===== config.mk =====
export PLATFORM = sky130hd
export DESIGN_NAME = cnu_min_sum_flat
export DESIGN_NICKNAME = d
export VERILOG_FILES = /design/src/rtl/ldpc_pkg.sv /design/src/rtl/cnu_min_sum_if.sv /design/src/rtl/cnu_min_sum_tracker.sv /design/src/rtl/cnu_min_sum.sv /design/src/flat_wrapper.sv
export SDC_FILE = /design/constraint.sdc
export NUM_CORES = 1
export LEC_CHECK = 0
export ABC_AREA = 1
export ABC_CLOCK_PERIOD_IN_PS = 1600
export CAP_MARGIN = 10
export CORE_ASPECT_RATIO = 0.6
export CORE_MARGIN = 4
export CORE_UTILIZATION = 52
export CTS_CLUSTER_DIAMETER = 100
export DETAILED_ROUTE_END_ITERATION = 7
export PLACE_DENSITY_LB_ADDON = 0.08
export SLEW_MARGIN = 20
export SYNTH_ARGS = -nofsm -noshare
export SYNTH_HDL_FRONTEND = slang
export SYNTH_SLANG_ARGS = --single-unit

===== constraint.sdc =====
create_clock -name clk -period 1.6 [get_ports clk]
set_clock_uncertainty 0.1 [all_clocks]
set_input_delay 0.32 -clock clk [delete_from_list [all_inputs] [get_ports clk]]
set_output_delay 0.32 -clock clk [all_outputs]
set_load 0.02 [all_outputs]

===== src/rtl/ldpc_pkg.sv =====
// rtl/ldpc_pkg.sv - shared LDPC message widths, field positions and emit states
// Purpose: common constants for the check node unit and its interface.
// Ports: none (package).
package ldpc_pkg;
   localparam int MAG_W     = 4;
   localparam int MSG_IN_W  = MAG_W + 2;   // {hard decision, sign, magnitude}
   localparam int MSG_OUT_W = MAG_W + 1;   // {sign, magnitude}
   localparam int HD_BIT    = MAG_W + 1;
   localparam int SGN_BIT   = MAG_W;
   localparam logic [MAG_W-1:0] MAG_MAX = '1;

   typedef enum logic {ST_IDLE, ST_EMIT} emit_state_t;
endpackage


===== src/rtl/cnu_min_sum_if.sv =====
// rtl/cnu_min_sum_if.sv - message streams between variable node stage and check node unit
// Purpose: groups the input and output handshakes of cnu_min_sum.
// Ports: in_valid/in_ready/in_msg (VN -> CNU), out_valid/out_ready/out_msg/out_last (CNU -> VN).
//   slave modport is the CNU side, master modport is the driving/consuming side.
interface cnu_min_sum_if;
   import ldpc_pkg::*;
   logic                 in_valid;
   logic                 in_ready;
   logic [MSG_IN_W-1:0]  in_msg;
   logic                 out_valid;
   logic                 out_ready;
   logic [MSG_OUT_W-1:0] out_msg;
   logic                 out_last;

   modport slave  (input in_valid, in_msg, out_ready,
                   output in_ready, out_valid, out_msg, out_last);
   modport master (output in_valid, in_msg, out_ready,
                   input in_ready, out_valid, out_msg, out_last);
endinterface


===== src/rtl/cnu_min_sum_tracker.sv =====
// rtl/cnu_min_sum_tracker.sv - collect-side min1/min2/idx/sign accumulator
// Purpose: tracks the two smallest magnitudes, the edge of the smallest, the
//   running sign parity and per-edge signs of the row being collected.
// Ports: clk, rst; init (return to empty row, wins over upd); upd with k/mag/sgn
//   (one accepted edge); cur_* (registered row state); nxt_* (state including
//   this cycle's update, used when a row closes on the current accept).
module cnu_min_tracker
   import ldpc_pkg::*;
#(
   parameter  int DEG   = 6,
   localparam int IDX_W = $clog2(DEG)
) (
   input  logic             clk,
   input  logic             rst,
   input  logic             init,
   input  logic             upd,
   input  logic [IDX_W-1:0] k,
   input  logic [MAG_W-1:0] mag,
   input  logic             sgn,
   output logic [MAG_W-1:0] cur_min1,
   output logic [MAG_W-1:0] cur_min2,
   output logic [IDX_W-1:0] cur_idx,
   output logic             cur_sgn,
   output logic [DEG-1:0]   cur_vec,
   output logic [MAG_W-1:0] nxt_min1,
   output logic [MAG_W-1:0] nxt_min2,
   output logic [IDX_W-1:0] nxt_idx,
   output logic             nxt_sgn,
   output logic [DEG-1:0]   nxt_vec
);
   logic [MAG_W-1:0] min1_q, min1_d, min2_q, min2_d;
   logic [IDX_W-1:0] idx_q, idx_d;
   logic             sgn_q, sgn_d;
   logic [DEG-1:0]   vec_q, vec_d;

   always_comb begin
      nxt_min1 = min1_q;
      nxt_min2 = min2_q;
      nxt_idx  = idx_q;
      nxt_sgn  = sgn_q;
      nxt_vec  = vec_q;
      if (upd) begin
         // strict compares: a tie with min1 lands in min2
         if (mag < min1_q) begin
            nxt_min2 = min1_q;
            nxt_min1 = mag;
            nxt_idx  = k;
         end else if (mag < min2_q) begin
            nxt_min2 = mag;
         end
         nxt_sgn    = sgn_q ^ sgn;
         nxt_vec[k] = sgn;
      end
      min1_d = init ? MAG_MAX : nxt_min1;
      min2_d = init ? MAG_MAX : nxt_min2;
      idx_d  = init ? '0      : nxt_idx;
      sgn_d  = init ? 1'b0    : nxt_sgn;
      vec_d  = init ? '0      : nxt_vec;
   end

   always_ff @(posedge clk) begin
      if (rst) begin
         min1_q <= MAG_MAX;
         min2_q <= MAG_MAX;
         idx_q  <= '0;
         sgn_q  <= 1'b0;
         vec_q  <= '0;
      end else begin
         min1_q <= min1_d;
         min2_q <= min2_d;
         idx_q  <= idx_d;
         sgn_q  <= sgn_d;
         vec_q  <= vec_d;
      end
   end

   assign cur_min1 = min1_q;
   assign cur_min2 = min2_q;
   assign cur_idx  = idx_q;
   assign cur_sgn  = sgn_q;
   assign cur_vec  = vec_q;
endmodule


===== src/rtl/cnu_min_sum.sv =====
// rtl/cnu_min_sum.sv - ping-pong min-sum check node unit
// Purpose: collects DEG edge messages of one check row while emitting the
//   previous row's check-to-variable messages serially.
// Ports: clk, rst (sync, active-high); bus (cnu_min_sum_if.slave): in_* edge
//   messages in, out_* sign-magnitude results out, out_last on the DEG-th.
module cnu_min_sum
   import ldpc_pkg::*;
#(
   parameter int DEG    = 6,
   parameter int OFFSET = 0
) (
   input logic            clk,
   input logic            rst,
   cnu_min_sum_if.slave   bus
);
   localparam int               IDX_W  = $clog2(DEG);
   localparam logic [IDX_W-1:0] K_LAST = IDX_W'(DEG - 1);
   localparam logic [MAG_W-1:0] OFF    = MAG_W'(OFFSET);

   logic [IDX_W-1:0] cnt_q, cnt_d, j_q, j_d;
   logic             full_q, full_d;        // completed row waiting for the emit bank
   emit_state_t      state_q, state_d;
   logic [MAG_W-1:0] b_min1_q, b_min1_d, b_min2_q, b_min2_d;
   logic [IDX_W-1:0] b_idx_q, b_idx_d;
   logic             b_sgn_q, b_sgn_d;
   logic [DEG-1:0]   b_vec_q, b_vec_d;

   logic accept, last_acc, hs, emit_done, bank_free, xfer_new, xfer_held, xfer;
   logic [MAG_W-1:0] cur_min1, cur_min2, nxt_min1, nxt_min2, mag_sel, mag_off;
   logic [IDX_W-1:0] cur_idx, nxt_idx;
   logic             cur_sgn, nxt_sgn;
   logic [DEG-1:0]   cur_vec, nxt_vec;

   cnu_min_tracker #(.DEG(DEG)) u_tracker (
      .clk(clk), .rst(rst), .init(xfer), .upd(accept), .k(cnt_q),
      .mag(bus.in_msg[MAG_W-1:0]), .sgn(bus.in_msg[SGN_BIT]),
      .cur_min1(cur_min1), .cur_min2(cur_min2), .cur_idx(cur_idx),
      .cur_sgn(cur_sgn), .cur_vec(cur_vec),
      .nxt_min1(nxt_min1), .nxt_min2(nxt_min2), .nxt_idx(nxt_idx),
      .nxt_sgn(nxt_sgn), .nxt_vec(nxt_vec)
   );

   always_comb begin
      accept    = bus.in_valid && !full_q;
      last_acc  = accept && (cnt_q == K_LAST);
      hs        = (state_q == ST_EMIT) && bus.out_ready;
      emit_done = hs && (j_q == K_LAST);
      // bank is reusable if idle or handing over its final message this cycle
      bank_free = (state_q == ST_IDLE) || emit_done;
      xfer_new  = last_acc && bank_free;
      xfer_held = full_q && bank_free;
      xfer      = xfer_new || xfer_held;

      cnt_d    = accept ? ((cnt_q == K_LAST) ? '0 : cnt_q + IDX_W'(1)) : cnt_q;
      full_d   = xfer_held ? 1'b0 : ((last_acc && !bank_free) ? 1'b1 : full_q);
      state_d  = xfer ? ST_EMIT : (emit_done ? ST_IDLE : state_q);
      j_d      = xfer ? '0 : (hs ? j_q + IDX_W'(1) : j_q);

      b_min1_d = b_min1_q;
      b_min2_d = b_min2_q;
      b_idx_d  = b_idx_q;
      b_sgn_d  = b_sgn_q;
      b_vec_d  = b_vec_q;
      if (xfer_new) begin
         b_min1_d = nxt_min1;
         b_min2_d = nxt_min2;
         b_idx_d  = nxt_idx;
         b_sgn_d  = nxt_sgn;
         b_vec_d  = nxt_vec;
      end else if (xfer_held) begin
         b_min1_d = cur_min1;
         b_min2_d = cur_min2;
         b_idx_d  = cur_idx;
         b_sgn_d  = cur_sgn;
         b_vec_d  = cur_vec;
      end

      // the edge holding min1 gets min2 (minimum over all other edges)
      mag_sel = (j_q == b_idx_q) ? b_min2_q : b_min1_q;
      mag_off = (mag_sel > OFF) ? mag_sel - OFF : '0;
   end

   always_ff @(posedge clk) begin
      if (rst) begin
         cnt_q    <= '0;
         full_q   <= 1'b0;
         state_q  <= ST_IDLE;
         j_q      <= '0;
         b_min1_q <= '0;
         b_min2_q <= '0;
         b_idx_q  <= '0;
         b_sgn_q  <= 1'b0;
         b_vec_q  <= '0;
      end else begin
         cnt_q    <= cnt_d;
         full_q   <= full_d;
         state_q  <= state_d;
         j_q      <= j_d;
         b_min1_q <= b_min1_d;
         b_min2_q <= b_min2_d;
         b_idx_q  <= b_idx_d;
         b_sgn_q  <= b_sgn_d;
         b_vec_q  <= b_vec_d;
      end
   end

   assign bus.in_ready  = !full_q;
   assign bus.out_valid = (state_q == ST_EMIT);
   assign bus.out_msg   = (state_q == ST_EMIT) ? {b_sgn_q ^ b_vec_q[j_q], mag_off} : '0;
   assign bus.out_last  = (state_q == ST_EMIT) && (j_q == K_LAST);
endmodule


===== src/flat_wrapper.sv =====
// flat-port wrapper written by rule: the top's interface ports become plain ports
module cnu_min_sum_flat import ldpc_pkg::*;
#(
   parameter int DEG    = 6,
   parameter int OFFSET = 0
)
  (clk, rst, bus_in_valid, bus_in_msg, bus_out_ready, bus_in_ready, bus_out_valid, bus_out_msg, bus_out_last);
  cnu_min_sum_if bus_i ();
  input logic clk;
  input logic rst;
  input wire logic [$bits(bus_i.in_valid)-1:0] bus_in_valid;
  input wire logic [$bits(bus_i.in_msg)-1:0] bus_in_msg;
  input wire logic [$bits(bus_i.out_ready)-1:0] bus_out_ready;
  output wire logic [$bits(bus_i.in_ready)-1:0] bus_in_ready;
  output wire logic [$bits(bus_i.out_valid)-1:0] bus_out_valid;
  output wire logic [$bits(bus_i.out_msg)-1:0] bus_out_msg;
  output wire logic [$bits(bus_i.out_last)-1:0] bus_out_last;
  assign bus_i.in_valid = bus_in_valid;
  assign bus_i.in_msg = bus_in_msg;
  assign bus_i.out_ready = bus_out_ready;
  assign bus_in_ready = bus_i.in_ready;
  assign bus_out_valid = bus_i.out_valid;
  assign bus_out_msg = bus_i.out_msg;
  assign bus_out_last = bus_i.out_last;
  cnu_min_sum #(.DEG(DEG), .OFFSET(OFFSET)) u_core (.clk(clk), .rst(rst), .bus(bus_i));
endmodule

==> flow_summary.toml <==
[timing]
rsz0062_at_grt = "yes"
slew_headroom_pct = 80.9
fin_crit_ns = 2.06
clock.fmax_mhz = 485
fin_crit_sh_pct = 129
setup_violations = 49
slew_violations = 0
setup_ws_ns = -0.460
tightest_slew_ns = 0.278
final-hold-violation-count = 0

[yosys]
synth_xor_area_share_pct = 1.96
synth.most_common_cell = "nand2_1"
synth_compound_area_share_pct = 15.1
synthMuxAreaShare_pct = 0.447
synth_adder_area_share_pct = 4.47
synth.area.top_cells = "dfxtp_1 (39%), nand2_1 (14%), inv_1 (7.0%), o21ai_0 (5.6%), a21oi_1 (4.7%)"
syn_nets = 334
synth_top_family_by_area = "simple AND/OR/NAND/NOR gates"
async_reset_ff_share_pct = 0
yosys.area_share.simple_pct = 29.2
yosys.cell_types.count = 32
synth_common_cells = "nand2_1 (86), dfxtp_1 (44), inv_1 (42)"
synth_edf_count = 0
ys_seq_elements = 44
synth_area_um2 = 2240
netlist.area_leader.share_pct = 39.4
synthesis.instances = 316
synth.largest_area_cell = "dfxtp_1"
yosys_warnings = 0
seq_area_frac_synth_pct = 39.4
syn_avg_cell_area_um2 = 7.08
synthFlopType = "dfxtp_1"

[die]
die_area_um2 = 5450
start_util_pct = 54.3
rows = 18
io_pins = 18
die_x_um = 92.7
die_h_um = 58.8
coreArea_um2 = 4120

[route]
drtIter0Drc = 326
ant_nets = 0
wl_um = 10000
vias = 2887
vias_per_cell = 6.18
routedWlPerCell_um = 21.5
dr.pass1.iters = 6
drc = 0

[power]
irDropWorstVdd_mv = 0.600
leakage_uw = 0.00172
finalPower_uw = 2530
powerDensity_nw_per_um2 = 680

[final_layout]
antenna_cells = 0
area.growth.synth_to_final_pct = 66.4
final_area_um2 = 3720
drive_gt1_share_pct = 48.2
num-fill-cells = 160
nets = 424
fin_util_pct = 90.4

[placement]
gp_congestion = 0.830
placed_cell_area_um2 = 2830
dp_hpwl_um = 4410
port_buffers = 16

[min_path]
worstHoldStart = "u_core.b_idx_q[2]"
hp-class = "reg2reg"
holdPathEnd = "u_core.b_idx_q[2]"
holdPathStages = 2

[clock_tree]
cts_tree = "done"
cts.path.max_buffers = 2
cts.sinks = 44
clk_latency_ns = 0.30
clk_pin_slew_ns = 0.09
numCtsBuffers = 5
htree_levels = 2
cts-root-buf = "clkbuf_8"

[worst_setup_path]
reg2reg_to = "u_core.b_min1_q[1]"
critical_path_class = "reg2out"
reg2reg_depth = 10
critPathRequiredTime_ns = 1.18
cp_common_cell = "nand2_1"
critPathMaxStageDelay_ns = 0.35
r2r_start = "u_core.j_q[0]"
worst-path-max-fanout = 2
rrSetupSlack_ns = -0.40
end_kind = "output port"
cp_cell_sequence = "inv_1 -> a21oi_1 -> o21ai_0 -> nand2_1 -> nand2_1 -> nand2_2 -> o21ai_2 -> a21oi_2 -> buf_4"
cp_top_family = "compound AO/OA/AOI/OAI gates"
cp_num_buf_inv = 2
start_kind = "register"
cp_slowest_cell = "dfxtp_1"
arrival_ns = 1.64

[status]
outcome = "complete, but fails checks"
failed_checks = "negative setup slack"

[global_routing]
antenna_found_initial = 0
grt_usage_pct = 25.8
use_met2_pct = 40.8
use_met3_pct = 4.47
grt_max_degree = 14
grt_pass1_vias = 2182
gr-total-overflow = 0
grt_use_met1_pct = 37.4
grt_pass1_wl_um = 10700
top_usage_layer = "met2"

[job]
cap_violations = 0
-- worst min-delay path: cells and delay by family (launching register included) --
kind	cells	cell delay, ns
DFF	1	0.35
and+or+nand+nor	2	0.10
-- cell usage in the layout (no fill, tap or decap), drive strengths merged --
master	n
buf	75
o2111ai	1
and2	1
clkinvlp	1
clkdlybuf4s50	5
clkbuf	7
nand4	4
or2	4
nor2	26
a21oi	22
clkinv	1
inv	48
o21ai	31
nand3	15
a211oi	2
o211ai	2
dfxtp	44
xor2	2
nand2	94
xnor2	3
nor3	2
ha	8
o22ai	3
dlygate4sd2	5
mux2i	1
-- registers in the layout, summed over array words and instances (netlist names) --
signal	cells
u_core.j_q	3
u_core.b_min1_q	4
u_core.b_min2_q	4
u_core.b_vec_q	6
u_core.full_q	1
u_core.u_tracker.cur_min1	4
u_core.cnt_q	3
u_core.u_tracker.cur_sgn	1
u_core.b_sgn_q	1
u_core.b_idx_q	3
u_core.u_tracker.cur_idx	3
u_core.u_tracker.cur_vec	6
u_core.bus.out_valid	1
u_core.u_tracker.cur_min2	4
-- through the flow --
step | setup TNS [ns] | std cells | setup WS, ns | hold slack [ns]
after floorplan | -0.0687 | 316 | -0.0172 | 0.289
after global placement | -17.64 | 431 | -0.578 | 0.333
after detailed placement | -18.92 | 431 | -0.615 | 0.340
after CTS | -4.28 | 456 | -0.275 | 0.358
after global routing | -13.10 | 467 | -0.576 | 0.396
final | -11.66 | 467 | -0.460 | 0.382
-- power breakdown --
| group | switching, uW | total [uW] | internal [uW] | leakage [uW] |
|---|---|---|---|---|
| Combinational | 361 | 627 | 266 | 0.00132 |
| Sequential | 31.2 | 1160 | 1130 | 0.000360 |
| Clock | 397 | 749 | 352 | 0.0000445 |
-- how the worst max path moves through the flow --
stage	start	end	slack (ns)	depth (start not counted)
final	u_core.b_vec_q[1]	bus_out_msg[4]	-0.46	9
after global routing	u_core.b_vec_q[1]	bus_out_msg[4]	-0.58	9
after CTS	u_core.j_q[0]	bus_out_msg[4]	-0.27	9
after detailed placement	bus_in_msg[3]	u_core.u_tracker.cur_min1[2]	-0.61	8
after global placement	bus_in_msg[3]	u_core.u_tracker.cur_min1[2]	-0.58	8
after floorplan	u_core.j_q[0]	bus_out_msg[0]	-0.02	5
-- area by class of cell --
type | instances | area, um2 | share of cell area, %
clock buffer | 7 | 86.3 | 2.32
clock inverter | 1 | 7.51 | 0.202
inverter | 48 | 211 | 5.68
multi-input combinational | 221 | 1620 | 43.6
sequential | 44 | 898 | 24.1
tap | 60 | 75.1 | 2.02
timing repair buffer | 85 | 806 | 21.6
timing repair inverter | 1 | 16.3 | 0.437
-- timing repair --
item                                    in CTS  in global routing
gates cloned                                 5                  0
gates resized for setup                     98                 97
hold buffers                                 0                  0
setup buffers                               12                 12
pin swaps                                   26                 35
endpoints found under the setup margin      47                 46
hold endpoints to repair                     0                  0
-- logic make-up (layout without fill, tap and decap cells) --
group,count (synthesis),after routing
AND/OR/NAND/NOR,144,146
AO/OA/AOI/OAI,61,61
buffers and inverters,53,142
flip-flops,44,44
adder cells (fa/ha/maj),8,8
XOR/XNOR,5,5
multiplexers,1,1
-- routing by layer --
metal	vias up	part of all wire, %
li1	1198	-
met1	1370	38
met2	241	44
met3	78	12
met4	0	6.1
met5	-	0
Power figures use the tool's default switching activity.
